### src/rtl/store_rmw_unit.sv
// store_rmw_unit: writes pipeline stores (word/half/byte) to a word-wide
// data memory without byte enables, using read-modify-write for sub-word
// stores. Stalls the pipeline through req_ready.
//
// Ports:
//   clk, rst (async, active-low)
//   req_valid/req_ready, req_addr, req_wdata, ByteControl : store request
//   done : one-cycle pulse when a store completes
//   err  : one-cycle pulse when a misaligned store is dropped
//   mem_req/mem_we/mem_addr/mem_wdata/mem_rdata/mem_ack : memory port
//
// Optional feature macro: MISALIGN_TRAP_EN (drop misaligned half/word
// stores and pulse err). Without it err is constant 0 and misaligned
// addresses are aligned down.
module store_rmw_unit #(
   parameter int ADDR_W = 32
) (
   input  logic              clk,
   input  logic              rst,
   input  logic              req_valid,
   output logic              req_ready,
   input  logic [ADDR_W-1:0] req_addr,
   input  logic [31:0]       req_wdata,
   input  logic [3:0]        ByteControl,
   output logic              done,
   output logic              err,
   output logic              mem_req,
   output logic              mem_we,
   output logic [ADDR_W-1:0] mem_addr,
   output logic [31:0]       mem_wdata,
   input  logic [31:0]       mem_rdata,
   input  logic              mem_ack
);

   typedef enum logic [1:0] {
      ST_IDLE,
      ST_READ,
      ST_WRITE
   } state_t;

   state_t            r_state, w_state;
   logic              r_mem_req, w_mem_req;
   logic              r_mem_we, w_mem_we;
   logic [ADDR_W-1:0] r_mem_addr, w_mem_addr;
   logic [31:0]       r_mem_wdata, w_mem_wdata;
   logic              r_done, w_done;
   logic              r_err, w_err;
   logic [15:0]       r_data, w_data;
   logic              r_half, w_half;
   logic [1:0]        r_lane, w_lane;

   logic              w_is_byte;
   logic              w_is_half;
   logic              w_misalign;
   logic [31:0]       w_merged;

   // Unknown ByteControl codes fall through to a word store.
   assign w_is_byte = (ByteControl == 4'b0001);
   assign w_is_half = (ByteControl == 4'b0011);

`ifdef MISALIGN_TRAP_EN
   assign w_misalign = (w_is_half && req_addr[0]) ||
                       (!w_is_byte && !w_is_half &&
                        (req_addr[1:0] != 2'b00));
`else
   assign w_misalign = 1'b0;
`endif

   // Little-endian lane insert over the word just read.
   always_comb begin
      w_merged = mem_rdata;
      if (r_half) begin
         if (r_lane[1]) w_merged[31:16] = r_data;
         else           w_merged[15:0]  = r_data;
      end else begin
         unique case (r_lane)
            2'd0: w_merged[7:0]   = r_data[7:0];
            2'd1: w_merged[15:8]  = r_data[7:0];
            2'd2: w_merged[23:16] = r_data[7:0];
            2'd3: w_merged[31:24] = r_data[7:0];
            default: w_merged = mem_rdata;
         endcase
      end
   end

   always_comb begin
      w_state     = r_state;
      w_mem_req   = r_mem_req;
      w_mem_we    = r_mem_we;
      w_mem_addr  = r_mem_addr;
      w_mem_wdata = r_mem_wdata;
      w_done      = 1'b0;
      w_err       = 1'b0;
      w_data      = r_data;
      w_half      = r_half;
      w_lane      = r_lane;
      unique case (r_state)
         ST_IDLE: begin
            if (req_valid) begin
               w_data     = req_wdata[15:0];
               w_half     = w_is_half;
               w_lane     = req_addr[1:0];
               w_mem_addr = {req_addr[ADDR_W-1:2], 2'b00};
               if (w_misalign) begin
                  w_err = 1'b1;
               end else if (w_is_byte || w_is_half) begin
                  w_state   = ST_READ;
                  w_mem_req = 1'b1;
                  w_mem_we  = 1'b0;
               end else begin
                  w_state     = ST_WRITE;
                  w_mem_req   = 1'b1;
                  w_mem_we    = 1'b1;
                  w_mem_wdata = req_wdata;
               end
            end
         end
         ST_READ: begin
            if (mem_ack) begin
               w_state     = ST_WRITE;
               w_mem_we    = 1'b1;
               w_mem_wdata = w_merged;
            end
         end
         ST_WRITE: begin
            if (mem_ack) begin
               w_state   = ST_IDLE;
               w_mem_req = 1'b0;
               w_mem_we  = 1'b0;
               w_done    = 1'b1;
            end
         end
         default: w_state = ST_IDLE;
      endcase
   end

   always_ff @(posedge clk or negedge rst) begin
      if (!rst) begin
         r_state     <= ST_IDLE;
         r_mem_req   <= 1'b0;
         r_mem_we    <= 1'b0;
         r_mem_addr  <= '0;
         r_mem_wdata <= '0;
         r_done      <= 1'b0;
         r_err       <= 1'b0;
         r_data      <= '0;
         r_half      <= 1'b0;
         r_lane      <= '0;
      end else begin
         r_state     <= w_state;
         r_mem_req   <= w_mem_req;
         r_mem_we    <= w_mem_we;
         r_mem_addr  <= w_mem_addr;
         r_mem_wdata <= w_mem_wdata;
         r_done      <= w_done;
         r_err       <= w_err;
         r_data      <= w_data;
         r_half      <= w_half;
         r_lane      <= w_lane;
      end
   end

   assign req_ready = (r_state == ST_IDLE);
   assign done      = r_done;
   assign err       = r_err;
   assign mem_req   = r_mem_req;
   assign mem_we    = r_mem_we;
   assign mem_addr  = r_mem_addr;
   assign mem_wdata = r_mem_wdata;

endmodule

### config.mk
export PLATFORM = sky130hd
export DESIGN_NAME = store_rmw_unit
export DESIGN_NICKNAME = d
export VERILOG_FILES = /design/src/rtl/store_rmw_unit.sv
export SDC_FILE = /design/constraint.sdc
export NUM_CORES = 1
export LEC_CHECK = 0
export ABC_CLOCK_PERIOD_IN_PS = 6200
export CAP_MARGIN = 30
export CORE_UTILIZATION = 47
export CTS_CLUSTER_SIZE = 14
export DETAILED_ROUTE_END_ITERATION = 10
export PLACE_DENSITY = 0.93
export SKIP_LAST_GASP = 1
export SLEW_MARGIN = 20
export SYNTH_ARGS = -nofsm -noshare
export SYNTH_HDL_FRONTEND = slang
export SYNTH_SLANG_ARGS = --single-unit
### constraint.sdc
create_clock -name clk -period 6.2 [get_ports clk]
set_clock_uncertainty 0.1 [all_clocks]
set_input_delay 1.24 -clock clk [delete_from_list [all_inputs] [get_ports clk]]
set_output_delay 1.24 -clock clk [all_outputs]
set_load 0.01 [all_outputs]
### After elaboration in Yosys (flattened, before gate mapping)

Cells that the tools add are included.

* equal/unequal tests: 11
* multiplexer cells: 25
* reductions and logical operators: 11

Operators with widths (count)
* 32-bit two-way mux: 4
* 32-bit one-hot mux with 2 select lines: 1
* 16-bit two-way mux: 2
* 8-bit two-way mux: 4
* 2-bit two-way mux: 4
* 2-bit inequality test (second input constant): 4
* 4-bit AND reduction: 2
* 1-bit two-way mux: 7
* 2-bit equality test (second input constant): 3
* 2-bit one-hot mux with 3 select lines: 1
* 3-bit AND reduction: 2
* 2-bit by 1-bit equality test with 1-bit output (second input constant): 2
* 4-bit by 1-bit equality test with 1-bit output (second input constant): 1
* 4-bit by 2-bit equality test with 1-bit output (second input constant): 1
* 2-bit logical NOT: 2
* 2-bit nonzero test: 2
* 1-bit one-hot mux with 3 select lines: 1
* 3-bit nonzero test: 1
* 1-bit one-hot mux with 2 select lines: 1
* 2-bit AND reduction: 1
* 1-bit logical OR: 1

* register bits after elaboration: 86
* input bits: 104
* output and inout bits: 69
* logic and storage cells: 56

### Longest topological paths before layout

Gate-level depths: netlist of run 1.

* depth after elaboration: 5
* gate-level depth with buffers: 9
* depth with buffers taken out: 6

### Least setup slack after synthesis of run 1

OpenSTA, ideal clock, no wires.

* path kind: input -> register
* start point: in ByteControl[2]
* end point: reg r_mem_wdata[24] (netlist: mem_wdata[24])
* setup time: 0.121 ns
* data arrival time: 2.315 ns
* data required time: 5.979 ns
* slack: 3.664 ns
* stages: 5
* path buffers: 2
* cell sequence: and4bb_4 > or3_4 > buf_6 > buf_6 > a22o_1

* word-level cells in the longest chain between the ends: 4
* elaborated cells between the ends (all ways): 5
* classes of those cells: eq/ne (3); reduce/logical (2)

Ends and longest elaborated chain
* from (decl): RTL line 24 `input logic [3:0] ByteControl,`
* 4-bit by 1-bit equality test with 1-bit output / 4-bit by 2-bit equality test with 1-bit output (equally long branches): RTL line 58, 59
* 1-bit logical OR (*): RTL line 106 `end else if (w_is_byte || w_is_half) begin`
* 2-bit inequality test (no line) (*)
* 4-bit AND reduction (no line) (*)
* to (signal assigned): RTL line 154 `r_mem_wdata <= w_mem_wdata;`
* to (decl): RTL line 45 `logic [31:0] r_mem_wdata, w_mem_wdata;`

Mark *: on every way between the ends. The rest lies on a longest branch, timed or not.
A chain may end at the register's enable or synchronous reset.

### Worst setup path after layout of run 1

* start point: reg r_state[1]
* end point: out req_ready

* word-level cells in the longest chain between the ends: 1

Ends and longest elaborated chain
* from (decl): RTL line 41 `state_t r_state, w_state;`
* from (signal assigned): RTL line 150 `r_state <= w_state;`
* 2-bit logical NOT: RTL line 163 `assign req_ready = (r_state == ST_IDLE);`
* to (decl): RTL line 21 `output logic req_ready,`

No other way between the ends.

==> impl_metrics.yaml, run 1 <==
pwr:
  leakage_nw: 2.74
  p_per_area_mw_per_mm2: 463
  ir_drop_v: 0.000265
cts:
  cts_buffer_depth: 2
  clkLatencyLatePin_ps: 340
  clk_pin_slew_ps: 90
  cts-htree-levels: 3
  cts_num_sinks: 86
  post_cts_resized: 0
  cts_tree: "yes"
  cts_inserted_buffers: 9
  cts_root_buffer: "clkbuf_8"
  cts_setup_buffers: 0
  hold_buffers: 0
logic_synthesis:
  syn_inst: 404
  synthesis.area_sq_mm: 0.00436
  syn_area_per_cell_sq_um: 10.8
  ys_ff_latch: 86
  synth_cell_types: 31
  async_reset_ff_frac: 1.00
  yosysWarnings: 0
  ys_seq_area_frac: 0.494
  synthFlopType: "dfrtp_1"
  synth-edff-count: 0
layout:
  fin_cells: 673
  fillers: 661
  seqCellArea_sq_mm: 0.00215
  final_nets: 668
  final_common_cell: "clkdlybuf4s50_1"
  layout_common_cells: "clkdlybuf4s50_1 (168), dfrtp_1 (86), mux2_2 (66)"
  n_antenna_cell: 0
  multi_input_area_sq_mm: 0.00201
  drive_gt1_frac: 0.168
  syn_to_final_growth_pct: 44.9
timing:
  finalSetupViolCount: 0
  tightest_slew_ps: 940
  hold_viol_final: 0
  rsz0062_at_grt: "false"
  min_period_over_period: 0.500
  layout_min_cycle_time_ps: 3100
  maxSlewHeadroom: 0.370
  fin_ws_ps: 3100
  drv_slew: 0
  max_clock_freq_ghz: 0.323
  fin_tns_setup_ps: 0
critical_path:
  path_cells: "inv_1 > ha_1 > clkdlybuf4s50_1"
  path_delay_family: "buffers and inverters"
  critPathArrivalTime_ps: 1760
  critPathRequiredTime_ps: 4860
  cp-end-kind: "primary output"
  worst-path-buf-inv: 2
  max_stage_delay_ps: 610
  crit_path_start_kind: "register"
  slowest_stage: "clkdlybuf4s50_1"
  critical_path_class: "register to primary output"
  crit_path_max_fanout: 7
route:
  ant_nets: 0
  viasPerCell: 5.49
  vias: 3698
  totalWireLength_um: 11800
  wl_per_cell_um: 17.5
  drc: 11
  drt_iter0_drc: 199
  first_pass_iters: 7
global_route:
  use_met1: 0.302
  grt_pass1_vias: 4014
  grt_pass1_wl_um: 19500
  grtUsageTotal: 0.255
  antenna_found_initial: 0
  grt_max_degree: 55
  grtUsageMet3: 0.0644
  grt_remaining_overflow: 0
  grt_use_met2: 0.453
  grt_busiest_layer: "met2"
placement:
  dp_hpwl_um: 8590
  gp_congestion: 0.778
  place_ws_ps: 2860
  placedCellCount: 655
  portBuffers: 169
die:
  io_pins: 173
  die_w_um: 98.3
  die_y_um: 98.3
  die_area_sq_mm: 0.00966
  core-area_sq_mm: 0.00885
  start_util: 0.492
  rows: 34
hold_path:
  hold_path.class: "register to register"
run_status:
  violations: "DRC"
  status: "complete, but fails checks"
flow_run:
  timing.max_cap.violations: 0
## routing by layer
layer  wire (um)  share of wire  up-vias
met5           0              0        -
met4         213          0.018        0
met3         839          0.071       18
met2        6050           0.51      145
met1        4650           0.40     1788
li1            -              -     1747
## final cells by class
cell class	instances	share of cell area
multi-input combinational	275	0.318
inverter	13	0.00773
timing repair buffer	175	0.282
clock buffer	10	0.0218
clock inverter	6	0.00852
tap	108	0.0214
sequential	86	0.341
## state kept, by name, indices dropped and copies added (netlist names)
| signal | flops |
|---|---|
| r_data | 16 |
| r_state | 2 |
| mem_addr | 30 |
| r_lane | 2 |
| done | 1 |
| mem_req | 1 |
| r_half | 1 |
| mem_we | 1 |
| mem_wdata | 32 |
## cell families after synthesis
family | count (synthesis) | share of synthesized area
fa+ha+maj | 4 | 0.0115
mux | 84 | 0.212
buf+inv | 45 | 0.0480
compound gates | 111 | 0.156
flops | 86 | 0.494
other cells | 1 | 0.000861
simple gates | 73 | 0.0778
## stage by stage
stage               power (mW)  hold slack [ps]  utilization  instance area, sq um
finish                    2.93              384        0.714                  6310
global route              3.12              421        0.714                  6310
CTS                       2.94              391        0.711                  6290
detailed placement        2.55              371        0.689                  6100
global placement          2.47              361        0.683                  6050
floorplan                 1.86              392            -                  4360
## where the power goes
part           total (mW)  internal (mW)  switching (mW)
sequential           1.05          0.841           0.205
clock               0.383          0.164           0.219
combinational        1.50          0.846           0.652
## synthesized netlist by cell type (8+ instances only)
cell / number / area share
nor2_1: 34 / 0.029
nand2_1: 21 / 0.018
clkbuf_1: 12 / 0.010
mux2i_1: 18 / 0.041
o311a_1: 8 / 0.018
a211oi_1: 8 / 0.014
mux2_2: 66 / 0.17
o21ai_0: 58 / 0.067
and3_1: 8 / 0.011
a22o_1: 16 / 0.032
inv_1: 12 / 0.010
a21oi_1: 17 / 0.020
buf_2: 8 / 0.0092
dfrtp_1: 86 / 0.49
## worst paths after layout
| kind | start | to | slack, ps | cells after the start |
|---|---|---|---|---|
| worst min register to register | mem_wdata[4] | mem_wdata[4] | 380 | 2 |
| worst max-delay path | r_state[1] | req_ready | 3100 | 3 |
| worst min-delay path | mem_wdata[4] | mem_wdata[4] | 380 | 2 |
| min in group asynchronous | rst | mem_addr[30] | 720 | 1 |
| max in group asynchronous | rst | mem_wdata[10] | 4650 | 2 |
| worst max register to register | r_state[0] | mem_wdata[22] | 3820 | 6 |
## worst register-to-register path, cell delays in order, from the launching register on
cell      delay (ps)
dfrtp_1          410
inv_1             80
ha_1             280
and4bb_4         240
nor3_2           770
o21ai_0          230
o21ai_0          200
Power figures use the tool's default switching activity.
==> run 2: changes to the inputs <==
--- a/config.mk
+++ b/config.mk
@@ -5,12 +5,12 @@
 export SDC_FILE = /design/constraint.sdc
 export NUM_CORES = 1
 export LEC_CHECK = 0
-export ABC_CLOCK_PERIOD_IN_PS = 6200
+export ABC_CLOCK_PERIOD_IN_PS = 2500
 export CAP_MARGIN = 30
-export CORE_UTILIZATION = 47
+export CORE_UTILIZATION = 40
 export CTS_CLUSTER_SIZE = 14
 export DETAILED_ROUTE_END_ITERATION = 10
-export PLACE_DENSITY = 0.93
+export PLACE_DENSITY = 0.85
 export SKIP_LAST_GASP = 1
 export SLEW_MARGIN = 20
 export SYNTH_ARGS = -nofsm -noshare
==> constraint.sdc (replaced) <==
create_clock -name clk -period 2.5 [get_ports clk]
set_clock_uncertainty 0.1 [all_clocks]
set_input_delay 0.5 -clock clk [delete_from_list [all_inputs] [get_ports clk]]
set_output_delay 0.5 -clock clk [all_outputs]
set_load 0.01 [all_outputs]
==> impl_metrics.yaml, run 2 (synthesized netlist as in run 1, its figures left out) <==
cts:
  cts-htree-levels: 3
  cts_setup_buffers: 0
  cts_root_buffer: "clkbuf_8"
  cts_buffer_depth: 2
  cts_inserted_buffers: 9
  post_cts_resized: 0
  cts_num_sinks: 86
  clk_pin_slew_ps: 90
  hold_buffers: 0
  cts_tree: "yes"
  clkLatencyLatePin_ps: 350
critical_path:
  cp-end-kind: "primary output"
  crit_path_start_kind: "register"
  critPathArrivalTime_ps: 1800
  critical_path_class: "register to primary output"
  critPathRequiredTime_ps: 1900
  crit_path_max_fanout: 7
pwr:
  power.switching_mw: 2.63
  combPwrFrac: 0.509
  p_per_area_mw_per_mm2: 1160
  pwr-share-seq: 0.348
  clkPwrFrac: 0.143
  switching_share: 0.356
  ir_drop_v: 0.000688
  leakage_nw: 2.75
  p_int_mw: 4.76
die:
  start_util: 0.416
  die_y_um: 106
  die_w_um: 106
  core-area_sq_mm: 0.0105
  rows: 37
  io_pins: 173
  die_area_sq_mm: 0.0113
global_route:
  grtUsageTotal: 0.219
  grt_pass1_wl_um: 19200
  grt_pass1_vias: 3879
  grt_remaining_overflow: 0
  antenna_found_initial: 0
  grt_max_degree: 49
timing:
  max_clock_freq_ghz: 0.416
  hold_viol_final: 0
  fin_tns_setup_ps: 0
  maxSlewHeadroom: 0.377
  rsz0062_at_grt: "false"
  tightest_slew_ps: 933
  min_period_over_period: 0.961
  layout_min_cycle_time_ps: 2400
  drv_slew: 0
  finalSetupViolCount: 0
run_status:
  status: "finished clean"
route:
  ant_nets: 0
  viasPerCell: 5.27
  totalWireLength_um: 11900
  wl_per_cell_um: 17.0
  drc: 0
  vias: 3711
  drt_iter0_drc: 153
  first_pass_iters: 4
layout:
  final_nets: 671
  largest_reg_flops: 32
  multi_input_area_sq_mm: 0.00201
  final_common_cell: "clkdlybuf4s50_1"
  syn_to_final_growth_pct: 46.2
  drive_gt1_frac: 0.174
  fillers: 872
  layout_common_cells: "clkdlybuf4s50_1 (168), dfrtp_1 (86), mux2_2 (66)"
  final_cell_area_sq_mm: 0.00637
  seqCellArea_sq_mm: 0.00215
  n_antenna_cell: 0
placement:
  gp_congestion: 0.826
  portBuffers: 169
  placedInstanceArea_sq_mm: 0.00615
  dp_hpwl_um: 8540
hold_path:
  hold_path.class: "input pin to async pin"
flow_run:
  timing.max_cap.violations: 0
[run 2: cell count changes in the layout (fill, tap and decap cells not counted)]
cell        change
buf_12          +1
clkinvlp_4      -1
clkinv_4        -2
clkbuf_8        +3
inv_6           -2
buf_4           +5
inv_8           -1
buf_8           -1
buf_16          -2
clkinv_2        +2
ha_1            -1
ha_2            +1
bufinv_16       +1
[run 2: path summary, 6_finish.rpt]
| path | startpoint | end | slack [ps] | cells after the start |
|---|---|---|---|---|
| min in group clk | mem_wdata[17] | mem_wdata[17] | 390 | 2 |
| setup / recovery | r_state[0] | req_ready | 100 | 3 |
| hold reg to reg | mem_wdata[17] | mem_wdata[17] | 390 | 2 |
| hold / removal | rst | mem_wdata[31] | 40 | 1 |
| max in group asynchronous | rst | done | 1610 | 2 |
| setup reg to reg | r_state[0] | mem_wdata[28] | 270 | 5 |
[run 2: area by class of cell]
class,count,share of cell area
clock buffer,13,0.0281
clock inverter,3,0.00629
inverter,13,0.00766
multi-input combinational,275,0.315
sequential,86,0.338
tap,136,0.0267
timing repair buffer,178,0.278
[run 2: power by group through the flow]
stage	clock network, mW	logic (mW)	registers, mW
final	1.06	3.75	2.57
after global routing	1.16	4.05	2.65
after CTS	1.09	3.78	2.57
after detailed placement	0	3.77	2.59
after global placement	0	3.63	2.55
after floorplan	0	1.90	2.71
[run 2: worst max-delay path: stages, from the launching register on]
cell and delay [ps]:
dfrtp_1 430, inv_1 100, ha_1 320, clkdlybuf4s50_1 600
[run 2: per-layer routing]
layer	vias up	wire length, um	GRT usage
met5	-	0	0
met3	22	901	0.0589
met1	1786	4850	0.256
met2	155	5950	0.377
met4	0	244	0.0942
li1	1748	-	-
[run 2: per-stage QoR]
step	util	hold slack [ps]	power (mW)	instances	setup slack, ps
3_3_place_gp	0.588	362	6.17	688	153
6_report	0.609	41.0	7.38	704	98.6
4_1_cts	0.609	49.8	7.44	704	112
5_1_grt	0.609	77.0	7.86	704	10.8
2_1_floorplan	-	104	4.61	406	483
3_5_place_dp	0.588	372	6.35	688	97.0
